`src/rtl/axil_dna_reader.sv`:
```
// AXI-lite slave that drives an external DNA_PORT-style shift interface and exposes the ID as 32-bit words.
// Define AXIL_DNA_IRQ_EN to add the done_flag / irq_en / irq interrupt path.
module axil_dna_reader #(
   parameter int DNA_WIDTH  = 57,
   parameter int DATA_WIDTH = 32,
   parameter int ADDR_WIDTH = 32,
   parameter int STRB_WIDTH = DATA_WIDTH/8,
   parameter int CLK_DIV    = 4,
   parameter int AUTO_START = 1
) (
   input  logic                  clk,
   input  logic                  rst,
   input  logic [ADDR_WIDTH-1:0] s_axil_awaddr,
   input  logic [2:0]            s_axil_awprot,
   input  logic                  s_axil_awvalid,
   output logic                  s_axil_awready,
   input  logic [DATA_WIDTH-1:0] s_axil_wdata,
   input  logic [STRB_WIDTH-1:0] s_axil_wstrb,
   input  logic                  s_axil_wvalid,
   output logic                  s_axil_wready,
   output logic [1:0]            s_axil_bresp,
   output logic                  s_axil_bvalid,
   input  logic                  s_axil_bready,
   input  logic [ADDR_WIDTH-1:0] s_axil_araddr,
   input  logic [2:0]            s_axil_arprot,
   input  logic                  s_axil_arvalid,
   output logic                  s_axil_arready,
   output logic [DATA_WIDTH-1:0] s_axil_rdata,
   output logic [1:0]            s_axil_rresp,
   output logic                  s_axil_rvalid,
   input  logic                  s_axil_rready,
   output logic                  dna_clk,
   output logic                  dna_read,
   output logic                  dna_shift,
   output logic                  dna_din,
`ifdef AXIL_DNA_IRQ_EN
   output logic                  irq,
`endif
   input  logic                  dna_dout
);

   localparam int NW = (DNA_WIDTH + 31) / 32;
   localparam int CW = (CLK_DIV > 1) ? $clog2(CLK_DIV) : 1;
   localparam int BW = $clog2(DNA_WIDTH + 1);
   localparam int AW = ADDR_WIDTH - 2;

   localparam logic [1:0] S_IDLE  = 2'd0;
   localparam logic [1:0] S_LOAD  = 2'd1;
   localparam logic [1:0] S_SHIFT = 2'd2;
   localparam logic [1:0] S_DONE  = 2'd3;

   logic [1:0]            state_q, state_d;
   logic [CW-1:0]         div_cnt_q, div_cnt_d;
   logic [BW-1:0]         bit_cnt_q, bit_cnt_d;
   logic [DNA_WIDTH-1:0]  cap_q, cap_d;
   logic [DNA_WIDTH-1:0]  shadow_q, shadow_d;
   logic                  valid_q, valid_d;
   logic                  dna_clk_q, dna_clk_d;
   logic                  dna_read_q, dna_read_d;
   logic                  dna_shift_q, dna_shift_d;
   logic                  auto_q, auto_d;
   logic                  wr_ready_q, wr_ready_d;
   logic                  bvalid_q, bvalid_d;
   logic                  arready_q, arready_d;
   logic                  rvalid_q, rvalid_d;
   logic [DATA_WIDTH-1:0] rdata_q, rdata_d;
   logic [1:0]            rresp_q, rresp_d;

   logic [AW-1:0]         wr_idx, rd_idx;
   logic                  wr_fire, rd_fire, ctrl_wr, busy, tick, rise, fall, start;
   logic [NW*32-1:0]      shadow_ext;
   logic [DATA_WIDTH-1:0] rd_word, status_word, ctrl_word;
   logic                  rd_err;
   logic                  unused_ok;

   assign wr_idx  = s_axil_awaddr[ADDR_WIDTH-1:2];
   assign rd_idx  = s_axil_araddr[ADDR_WIDTH-1:2];
   assign wr_fire = wr_ready_q & s_axil_awvalid & s_axil_wvalid;
   assign rd_fire = arready_q & s_axil_arvalid;
   assign ctrl_wr = wr_fire && (wr_idx == AW'(1));
   assign busy    = (state_q == S_LOAD) || (state_q == S_SHIFT);
   assign tick    = busy && (div_cnt_q == CW'(CLK_DIV - 1));
   assign rise    = tick & ~dna_clk_q;
   assign fall    = tick & dna_clk_q;
   assign start   = (state_q == S_IDLE) && (auto_q || (ctrl_wr && s_axil_wdata[0]));

   assign unused_ok = &{1'b0, s_axil_awprot, s_axil_arprot, s_axil_wstrb, s_axil_wdata,
                        s_axil_awaddr[1:0], s_axil_araddr[1:0]};

   // Shadow copy and dna_* strobes only change when dna_clk falls, so the primitive sees stable inputs.
   always_comb begin
      // NOTE: every signal written here gets a default first, so no path infers a latch.
      state_d     = state_q;
      div_cnt_d   = div_cnt_q;
      bit_cnt_d   = bit_cnt_q;
      cap_d       = cap_q;
      shadow_d    = shadow_q;
      valid_d     = valid_q;
      dna_clk_d   = dna_clk_q;
      dna_read_d  = dna_read_q;
      dna_shift_d = dna_shift_q;
      auto_d      = auto_q;
      if (busy) begin
         div_cnt_d = tick ? '0 : div_cnt_q + 1'b1;
         if (tick) dna_clk_d = ~dna_clk_q;
      end
      case (state_q)
         S_IDLE: if (start) begin
            state_d    = S_LOAD;
            auto_d     = 1'b0;
            div_cnt_d  = '0;
            bit_cnt_d  = '0;
            cap_d      = '0;
            shadow_d   = '0;
            valid_d    = 1'b0;
            dna_clk_d  = 1'b0;
            dna_read_d = 1'b1;
         end
         S_LOAD: if (fall) begin
            state_d     = S_SHIFT;
            dna_read_d  = 1'b0;
            dna_shift_d = 1'b1;
         end
         S_SHIFT: begin
            if (rise) begin
               cap_d     = (cap_q << 1) | DNA_WIDTH'(dna_dout);
               bit_cnt_d = bit_cnt_q + 1'b1;
            end
            if (fall && (bit_cnt_q == BW'(DNA_WIDTH))) begin
               state_d     = S_DONE;
               dna_shift_d = 1'b0;
            end
         end
         default: begin
            shadow_d = cap_q;
            valid_d  = 1'b1;
            state_d  = S_IDLE;
         end
      endcase
   end

`ifdef AXIL_DNA_IRQ_EN
   logic done_flag_q, done_flag_d, irq_en_q, irq_en_d, irq_q, irq_d;
   assign status_word = {{(DATA_WIDTH-3){1'b0}}, done_flag_q, busy, valid_q};
   assign ctrl_word   = {{(DATA_WIDTH-2){1'b0}}, irq_en_q, 1'b0};
   assign irq         = irq_q;

   // Set in DONE is applied last so it wins over a same-cycle W1C clear.
   always_comb begin
      irq_en_d    = irq_en_q;
      done_flag_d = done_flag_q;
      if (ctrl_wr) irq_en_d = s_axil_wdata[1];
      if (wr_fire && (wr_idx == AW'(0)) && s_axil_wdata[2]) done_flag_d = 1'b0;
      if (state_q == S_DONE) done_flag_d = 1'b1;
      irq_d = done_flag_d & irq_en_d;
   end

   always_ff @(posedge clk) begin
      if (rst) begin
         done_flag_q <= 1'b0;
         irq_en_q    <= 1'b0;
         irq_q       <= 1'b0;
      end else begin
         done_flag_q <= done_flag_d;
         irq_en_q    <= irq_en_d;
         irq_q       <= irq_d;
      end
   end
`else
   assign status_word = {{(DATA_WIDTH-2){1'b0}}, busy, valid_q};
   assign ctrl_word   = '0;
`endif

   always_comb begin
      shadow_ext                 = '0;
      shadow_ext[DNA_WIDTH-1:0]  = shadow_q;
      rd_word = '0;
      rd_err  = 1'b1;
      if (rd_idx == AW'(0)) begin
         rd_word = status_word;
         rd_err  = 1'b0;
      end
      if (rd_idx == AW'(1)) begin
         rd_word = ctrl_word;
         rd_err  = 1'b0;
      end
      for (int k = 0; k < NW; k++) begin
         if (rd_idx == AW'(k + 2)) begin
            rd_word = shadow_ext[k*32 +: 32];
            rd_err  = 1'b0;
         end
      end
   end

   always_comb begin
      wr_ready_d = s_axil_awvalid & s_axil_wvalid & ~bvalid_q & ~wr_ready_q;
      bvalid_d   = bvalid_q & ~s_axil_bready;
      if (wr_fire) bvalid_d = 1'b1;
      arready_d  = s_axil_arvalid & ~rvalid_q & ~arready_q;
      rvalid_d   = rvalid_q & ~s_axil_rready;
      rdata_d    = rdata_q;
      rresp_d    = rresp_q;
      if (rd_fire) begin
         rvalid_d = 1'b1;
         rdata_d  = rd_word;
         rresp_d  = rd_err ? 2'b10 : 2'b00;
      end
   end

   always_ff @(posedge clk) begin
      if (rst) begin
         state_q     <= S_IDLE;
         div_cnt_q   <= '0;
         bit_cnt_q   <= '0;
         cap_q       <= '0;
         // NOTE: the ID shadow is a handful of flops rather than a RAM, so it is reset with the rest.
         shadow_q    <= '0;
         valid_q     <= 1'b0;
         dna_clk_q   <= 1'b0;
         dna_read_q  <= 1'b0;
         dna_shift_q <= 1'b0;
         auto_q      <= (AUTO_START != 0);
         wr_ready_q  <= 1'b0;
         bvalid_q    <= 1'b0;
         arready_q   <= 1'b0;
         rvalid_q    <= 1'b0;
         rdata_q     <= '0;
         rresp_q     <= 2'b00;
      end else begin
         // NOTE: non-blocking updates so every flop samples the pre-edge value of the others.
         state_q     <= state_d;
         div_cnt_q   <= div_cnt_d;
         bit_cnt_q   <= bit_cnt_d;
         cap_q       <= cap_d;
         shadow_q    <= shadow_d;
         valid_q     <= valid_d;
         dna_clk_q   <= dna_clk_d;
         dna_read_q  <= dna_read_d;
         dna_shift_q <= dna_shift_d;
         auto_q      <= auto_d;
         wr_ready_q  <= wr_ready_d;
         bvalid_q    <= bvalid_d;
         arready_q   <= arready_d;
         rvalid_q    <= rvalid_d;
         rdata_q     <= rdata_d;
         rresp_q     <= rresp_d;
      end
   end

   assign s_axil_awready = wr_ready_q;
   assign s_axil_wready  = wr_ready_q;
   assign s_axil_bresp   = 2'b00;
   assign s_axil_bvalid  = bvalid_q;
   assign s_axil_arready = arready_q;
   assign s_axil_rdata   = rdata_q;
   assign s_axil_rresp   = rresp_q;
   assign s_axil_rvalid  = rvalid_q;
   assign dna_clk        = dna_clk_q;
   assign dna_read       = dna_read_q;
   assign dna_shift      = dna_shift_q;
   assign dna_din        = 1'b0;

endmodule

```
`config.mk`:
```
export PLATFORM = sky130hd
export DESIGN_NAME = axil_dna_reader
export DESIGN_NICKNAME = d
export VERILOG_FILES = /design/src/rtl/axil_dna_reader.sv
export SDC_FILE = /design/constraint.sdc
export NUM_CORES = 1
export LEC_CHECK = 0
export ABC_CLOCK_PERIOD_IN_PS = 3200
export CAP_MARGIN = 20
export CORE_ASPECT_RATIO = 0.5
export CORE_MARGIN = 3
export CORE_UTILIZATION = 50
export DETAILED_ROUTE_END_ITERATION = 10
export PLACE_DENSITY = 0.79
export SLEW_MARGIN = 20
export SYNTH_ARGS = -nofsm -noshare
export SYNTH_HDL_FRONTEND = slang
export SYNTH_SLANG_ARGS = --single-unit
```
`constraint.sdc`:
```
create_clock -name clk -period 3.2 [get_ports clk]
set_clock_uncertainty 0.05 [all_clocks]
set_input_delay 0.64 -clock clk [delete_from_list [all_inputs] [get_ports clk]]
set_output_delay 0.64 -clock clk [all_outputs]
set_load 0.05 [all_outputs]
```
==> metrics.md, run 1 <==
| Metric | Value |
|---|---|
| Status | complete, no violations |
| Post-route DRC violation count | 0 |
| Post-synthesis cell area | 0.007146 mm² |
| Mapped Cells | 803 |
| RSZ-0062 raised after global routing | no |
| Fmax | 0.3984 GHz |
| 1st-iter DRT viols | 685 |
| DR WL/cell | 16.81 µm |
| PortBufs | 109 |
| Hold-fix buffers at CTS | 0 |
| Peak VDD IR | 0.0008726 V |
| Setup violations, final | 0 |
| Cell area after layout | 0.008870 mm² |
| Crit-path cells | clkdlybuf4s50_1 -> or4_4 -> nor2_2 -> and3_2 -> buf_4 -> o2111ai_1 -> a21oi_1 |
| Die width | 175.1 µm |
| Netlist cell types | 52 |
| CTS tree | done |
| Post-Synth Adder-Cell Area | 0.01401 |
| CP Launch Type | primary input |
| H-tree depth | 4 |
| Multiplexer share of the synthesized area | 0.04395 |
| Routed wire length | 17.89 mm |
| Initial Util | 0.5187 |
| GRT Residual Overflow | 0 |
| Maximum clock path buffer count | 2 |
| Number of fill cells | 1140 |
| Vias in the first global route | 6076 |
| Worst-Margin Slew | 742.4 ps |
| WS Path Type | in -> reg |
| Maxcap violations | 0 |
| Reg2reg path depth | 7 |
| Post-synthesis area per instance | 8.899 µm² |
| Main area contributors after synthesis | dfxtp_1, a21oi_1, o21ai_0 |
| Initial antenna violation count | 0 |
| CTS buffer count | 17 |
| Clock-pin slew on the worst setup and hold paths | 70 ps |
| GRT busiest layer | met2 |
| Hold path endpoint | s_axil_rdata[7]$_SDFFE_PP0P_ |
| Leak | 2.870 nW |
| Antenna diodes | 0 |
| Worst Hold Class | reg -> reg |
| Post-synthesis register bit count | 166 |
| Sequential cell area fraction in the yosys report | 0.4651 |
| Skew-Pair Late Insertion Delay | 430 ps |
| Reg-to-reg startpoint | state_q[1]$_SDFFE_PP0P_ |
| Asr flop ratio synth | 0 |
| Post-DP HPWL | 10.70 mm |
| Sink Count | 166 |
| Setup bufs post-CTS | 0 |
| Top-area cell type share of the netlist area | 0.4651 |
| Area delta synth->final | 24.13% |
| Data required, critical path | 3500 ps |
| Top cell type by total area after synthesis | dfxtp_1 |
| Slowest Stage Delay on Critical Path | 530 ps |
| Reg2reg end | shadow_q[42]$_SDFFE_PP0P_ |
| Io pins | 159 |
| Met3 usage | 0.05080 |
| Row cnt | 30 |
| First-pass GRT wire length | 29.55 mm |
| Crit path DAT | 2810 ps |
| Critical path's slowest cell | or4_4 |
| DR vias | 6410 |
| Count of warnings emitted by yosys | 0 |
| Hold depth | 2 |
| Grt met1 use | 0.3003 |
| Simple-Gate Fraction of Synth Area | 0.1276 |
| R2R Setup Slk | 740 ps |
| Storage element area | 0.003323 mm² |
| Die height | 90.53 µm |
| Post-DP Area | 0.008273 mm² |
| Largest family of logic cells by synthesized area | compound AO/OA/AOI/OAI gates |
| Pwr per Cell Area | 735.5 mW/mm² |
| Max-slew violations | 0 |
| Post-layout nets | 981 |
| Period Utilization, post-route | 0.7843 |
| EDFF count, synth | 0 |
| XOR/XNOR Fraction of Synth Area | 0 |
| Final estimated routing congestion in global placement | 0.8441 |
| Final min period | 2510 ps |
| Floorplan core area | 0.01378 mm² |
| Share of cells above drive strength 1 | 0.07454 |
| Fin. Hold Viols | 0 |
| Worst Setup End Kind | flop |
| Area of the multi-input gates | 0.003406 mm² |
| TritonRoute pass-1 iters | 5 |
| Final antenna-violating net count | 0 |
| Post-synthesis compound-gate area fraction | 0.2851 |
| Largest net degree at the start of global routing | 115 |
| Root buf cell | clkbuf_16 |
| Hold_sp | s_axil_rdata[7]$_SDFFE_PP0P_ |
| Area of the die | 0.01585 mm² |
| Crit Path Max Fanout | 14 |
| Vias/cell | 6.024 |
| Overall Global Routing Usage | 0.2222 |
| Setup TNS Final | 0 ps |
| Worst slew margin | 0.5050 |
| Primary FF master, synth | dfxtp_1 |
| Post-CTS sizing | 0 |
| GR Util met2 | 0.3554 |
## critical path: cells and delay by family
| kind | cells | cell delay (ps) |
|---|---|---|
| buffers and inverters | 2 | 680 |
| and+or+nand+nor | 3 | 1130 |
| AOI/OAI and AO/OA | 2 | 340 |
## per-layer routing
| layer | wire, µm | vias up |
|---|---|---|
| met5 | 0 | - |
| met4 | 260 | 0 |
| met3 | 1121 | 24 |
| met2 | 8414 | 222 |
| met1 | 8090 | 3070 |
| li1 | - | 3094 |
## cell usage in the layout (no fill, tap or decap), drive strengths merged, types with 3 or more instances in the layout
cell type	Yosys	routed
ha	8	8
dfxtp	166	166
o21ai	141	141
inv	7	12
mux2i	28	28
nor2	15	15
nand2	35	35
nand3b	57	57
clkdlybuf4s50	0	108
nor4	12	12
conb	1	4
clkinv	1	6
a22o	9	9
nor4b	3	3
nor3	5	5
o2111ai	57	57
a21oi	119	119
buf	19	19
and3	5	5
or4	3	3
mux2	3	3
clkbuf	74	20
nand2b	4	4
## registers in the layout (all words and copies together), names as in the netlist
| signal | count |
|---|---|
| s_axil_bvalid | 1 |
| s_axil_arready | 1 |
| shadow_q | 57 |
| s_axil_rvalid | 1 |
| div_cnt_q | 2 |
| auto_q | 1 |
| s_axil_rdata | 32 |
| dna_read | 1 |
| valid_q | 1 |
| bit_cnt_q | 6 |
| state_q | 2 |
| dna_shift | 1 |
| cap_q | 57 |
| s_axil_rresp | 1 |
| dna_clk | 1 |
| s_axil_awready | 1 |
## power by group
part | leakage, nW | internal, mW | switching [mW]
sequential | 1.34 | 2.11 | 0.0394
clock | 0.296 | 1.21 | 0.876
combinational | 1.24 | 0.617 | 1.67
total | 2.87 | 3.94 | 2.59
## logic make-up (layout without fill, tap and decap cells)
group / after synthesis / in the layout
other: 1 / 4
buffers and inverters: 101 / 167
adders and majority gates: 8 / 8
and+or+nand+nor: 151 / 151
DFF: 166 / 166
muxes: 31 / 31
AOI/OAI and AO/OA: 345 / 345
## worst max-delay path by stage
stage,depth (start not counted),endpoint,slack (ps),from
finish,7,cap_q[42]$_SDFFE_PP0P_,690,s_axil_awaddr[11]
floorplan,12,cap_q[17]$_SDFFE_PP0P_,600,state_q[1]$_SDFFE_PP0P_
CTS,7,cap_q[42]$_SDFFE_PP0P_,710,s_axil_awaddr[11]
global route,9,cap_q[42]$_SDFFE_PP0P_,560,state_q[1]$_SDFFE_PP0P_
global placement,7,cap_q[11]$_SDFFE_PP0P_,350,s_axil_awaddr[11]
detailed placement,7,cap_q[42]$_SDFFE_PP0P_,300,s_axil_awaddr[11]
## layout make-up
| class | count | share of cell area |
|---|---|---|
| flip-flops and latches | 166 | 0.3747 |
| multi-input cells | 539 | 0.3840 |
| inverters | 8 | 0.003386 |
| clock inverters | 12 | 0.01580 |
| clock buffers | 20 | 0.05149 |
| repair buffers | 127 | 0.1436 |
| well taps | 192 | 0.02708 |
## through the flow
step | hold WS (ps) | util | std cells | power, mW | worst slack (ps)
finish | 397.2 | 0.6439 | 1064 | 6.524 | 690.2
global route | 423.8 | 0.6439 | 1064 | 6.799 | 556.9
CTS | 402.6 | 0.6439 | 1064 | 6.498 | 714.0
detailed placement | 392.7 | 0.6005 | 1032 | 4.421 | 301.0
global placement | 385.7 | 0.6005 | 1032 | 4.404 | 352.0
floorplan | 383.0 | - | 806 | 3.796 | 599.7
## cells in the mapped netlist (2+ instances only)
master,n
nor2_2,2
a21oi_1,119
nand4_1,2
o32a_1,2
buf_1,3
inv_1,7
dfxtp_1,166
and3_1,5
nor3_1,5
nor4b_1,3
o21ai_1,24
buf_4,5
nand2b_1,4
o21ai_0,117
or4_1,2
nand3_1,2
mux2_2,3
buf_2,4
and2_1,2
ha_1,8
nand2_1,35
o32ai_1,2
o2111ai_1,57
a22oi_1,2
buf_6,7
nor4_1,12
or3_1,2
a22o_1,9
mux2i_1,28
nand3b_1,57
clkbuf_1,74
nor2_1,13
No activity file was read; power rests on OpenSTA's default activity.
==> run 2: changes to the inputs <==
--- a/config.mk
+++ b/config.mk
@@ -5,13 +5,13 @@
 export SDC_FILE = /design/constraint.sdc
 export NUM_CORES = 1
 export LEC_CHECK = 0
-export ABC_CLOCK_PERIOD_IN_PS = 3200
+export ABC_CLOCK_PERIOD_IN_PS = 2050
 export CAP_MARGIN = 20
 export CORE_ASPECT_RATIO = 0.5
 export CORE_MARGIN = 3
-export CORE_UTILIZATION = 50
+export CORE_UTILIZATION = 46
 export DETAILED_ROUTE_END_ITERATION = 10
-export PLACE_DENSITY = 0.79
+export PLACE_DENSITY = 0.77
 export SLEW_MARGIN = 20
 export SYNTH_ARGS = -nofsm -noshare
 export SYNTH_HDL_FRONTEND = slang
==> constraint.sdc (replaced) <==
create_clock -name clk -period 2.05 [get_ports clk]
set_clock_uncertainty 0.05 [all_clocks]
set_input_delay 0.41 -clock clk [delete_from_list [all_inputs] [get_ports clk]]
set_output_delay 0.41 -clock clk [all_outputs]
set_load 0.05 [all_outputs]
==> metrics.md, run 2 (synthesized netlist as in run 1, its figures left out) <==
| Metric | Value |
|---|---|
| Hold_ws | 336.8 ps (was 397.2 ps) |
| Skew-Pair Late Insertion Delay | 430 ps (about the same) |
| Commonest non-fill, non-tap cell in the layout | dfxtp_1 (unchanged) |
| Initial antenna violation count | 0 (unchanged) |
| Reg-to-reg startpoint | state_q[1]$_SDFFE_PP0P_ (unchanged) |
| Fin. Hold Viols | 0 (unchanged) |
| 1st-iter DRT viols | 679 (was 685) |
| Data required, critical path | 1590 ps (was 3500 ps) |
| DR vias | 6609 (was 6410) |
| Share of cells above drive strength 1 | 0.1378 (was 0.07454) |
| First-pass GRT wire length | 30.89 mm (was 29.55 mm) |
| Fmax | 0.4933 GHz |
| Sink Count | 166 (unchanged) |
| Slowest Stage Delay on Critical Path | 810 ps (was 530 ps) |
| Final min period | 2027 ps |
| Crit path DAT | 1570 ps (was 2810 ps) |
| Post-DP HPWL | 11.72 mm (was 10.70 mm) |
| WS Path Type | reg -> out (was in -> reg) |
| Reg2reg end | bit_cnt_q[1]$_SDFFE_PP0P_ (was shadow_q[42]$_SDFFE_PP0P_) |
| Hold depth | 3 (was 2) |
| Post-route DRC violation count | 0 (unchanged) |
| H-tree depth | 4 (unchanged) |
| Root buf cell | clkbuf_16 (unchanged) |
| CTS tree | done (unchanged) |
| Number of fill cells | 1197 (was 1140) |
| TritonRoute pass-1 iters | 8 (was 5) |
| Post-layout nets | 1016 (was 981) |
| Vias in the first global route | 6205 (was 6076) |
| Hold-fix buffers at CTS | 0 (unchanged) |
| Worst Setup Slack post-DPL | -469.5 ps (was 301.0 ps) |
| PortBufs | 109 (unchanged) |
| Antenna diodes | 0 (unchanged) |
| Maxcap violations | 0 (unchanged) |
| Crit. path cell count | 1 (was 7) |
| Leak | 3.645 nW (was 2.870 nW) |
| RSZ-0062 raised after global routing | yes (was no) |
| Setup violations, final | 0 (unchanged) |
| Max-slew violations | 0 (unchanged) |
| Largest net degree at the start of global routing | 84 (was 115) |
| Bufs and invs on worst path | 1 (was 2) |
| Critical Path End | s_axil_rdata[21] (was cap_q[42]$_SDFFE_PP0P_) |
| Pwr per Cell Area | 1172 mW/mm² (was 735.5 mW/mm²) |
| Die height | 94.13 µm (was 90.53 µm) |
| Worst-Margin Slew | 536.6 ps (was 742.4 ps) |
| Status | complete, no violations (unchanged) |
| GRT Residual Overflow | 0 (unchanged) |
| Die width | 182.3 µm (was 175.1 µm) |
| Worst Setup End Kind | output port (was flop) |
| DR WL/cell | 17.32 µm (was 16.81 µm) |
| Setup bufs post-CTS | 0 (unchanged) |
| Worst slew margin | 0.6417 (was 0.5050) |
| Peak VDD IR | 0.0009570 V (was 0.0008726 V) |
| Vias/cell | 5.981 (was 6.024) |
| Period Utilization, post-route | 0.9889 |
| Overall Global Routing Usage | 0.2184 (was 0.2222) |
| Critical path's slowest cell | clkdlybuf4s50_1 (was or4_4) |
| Floorplan core area | 0.01482 mm² (was 0.01378 mm²) |
| Most frequent cells in the layout | dfxtp_1, a21oi_1, o21ai_0, clkdlybuf4s50_1, nand3b_1 (was dfxtp_1, a21oi_1, o21ai_0, clkdlybuf4s50_1) |
| Reg2reg path depth | 9 (was 7) |
| Final Util | 0.6420 (was 0.6439) |
| Setup crit start | s_axil_rdata[21]$_SDFFE_PP0P_ (was s_axil_awaddr[11]) |
| Delay-heaviest family, CP | buffers and inverters (was simple AND/OR/NAND/NOR gates) |
| Routed wire length | 19.14 mm (was 17.89 mm) |
| R2R Setup Slk | 70 ps (was 740 ps) |
| Io pins | 159 (unchanged) |
| Maximum clock path buffer count | 2 (unchanged) |
| CP Launch Type | flop (was primary input) |
| Row cnt | 31 (was 30) |
| Worst Hold Class | in -> reg (was reg -> reg) |
| Area of the die | 0.01716 mm² (was 0.01585 mm²) |
| Final estimated routing congestion in global placement | 0.8068 (was 0.8441) |
| Total power | 11.15 mW (was 6.524 mW) |
| Crit-path cells | clkdlybuf4s50_1 (was clkdlybuf4s50_1 -> or4_4 -> nor2_2 -> and3_2 -> buf_4 -> o2111ai_1 -> a21oi_1) |
| Area delta synth->final | 33.13% (was 24.13%) |
| CTS buffer count | 17 (unchanged) |
| Fin worst setup slack | 22.68 ps (was 690.2 ps) |
| Initial Util | 0.4823 (was 0.5187) |
| Final antenna-violating net count | 0 (unchanged) |
| Crit Path Max Fanout | 2 (was 14) |
| Clock-pin slew on the worst setup and hold paths | 70 ps (about the same) |
-- run 2: stage by stage --
step	cells	setup TNS [ps]	cell area, µm²
2_1_floorplan	806	-0.8149	7278
3_3_place_gp	1071	-48560	8702
3_5_place_dp	1071	-53190	8702
4_1_cts	1103	0	9304
5_1_grt	1105	-59.68	9513
6_report	1105	0	9513
-- run 2: layer usage --
layer	share of wire	track usage	vias to the layer above	wire length [µm]
met5	0	0	-	0
met4	0.015	0.06650	0	290
met3	0.067	0.04215	29	1282
met2	0.46	0.3541	250	8812
met1	0.46	0.2970	3156	8757
li1	-	-	3174	-
-- run 2: final cells by class --
type	count	area [µm²]	share of cell area
inverters	8	30.03	0.003157
multi-input cells	539	3540	0.3721
repair buffers	162	1762	0.1852
clock inverters	15	182.7	0.01920
clock buffers	17	425.4	0.04472
flip-flops and latches	166	3326	0.3496
well taps	198	247.7	0.02604
-- run 2: report_power, final --
group | internal [mW] | switching (mW)
clock | 1.76 | 1.54
combinational | 1.58 | 2.91
sequential | 3.30 | 0.0633
-- run 2: worst min path at each step --
stage                                  start                       endpoint
6_report                                 rst  s_axil_rdata[22]$_SDFFE_PP0P_
5_1_grt                                  rst  s_axil_rdata[21]$_SDFFE_PP0P_
4_1_cts                                  rst  s_axil_rdata[22]$_SDFFE_PP0P_
3_5_place_dp   s_axil_rdata[11]$_SDFFE_PP0P_  s_axil_rdata[11]$_SDFFE_PP0P_
3_3_place_gp        s_axil_bvalid$_SDFF_PP0_      s_axil_awready$_SDFF_PP0_
2_1_floorplan      bit_cnt_q[5]$_SDFFE_PP0P_      bit_cnt_q[5]$_SDFFE_PP0P_
-- run 2: timing repair --
item,CTS,global route
gates resized for setup,15,56
endpoints found under the hold margin,0,0
setup endpoints to repair,21,91
pin swaps,0,9
gates cloned,0,2
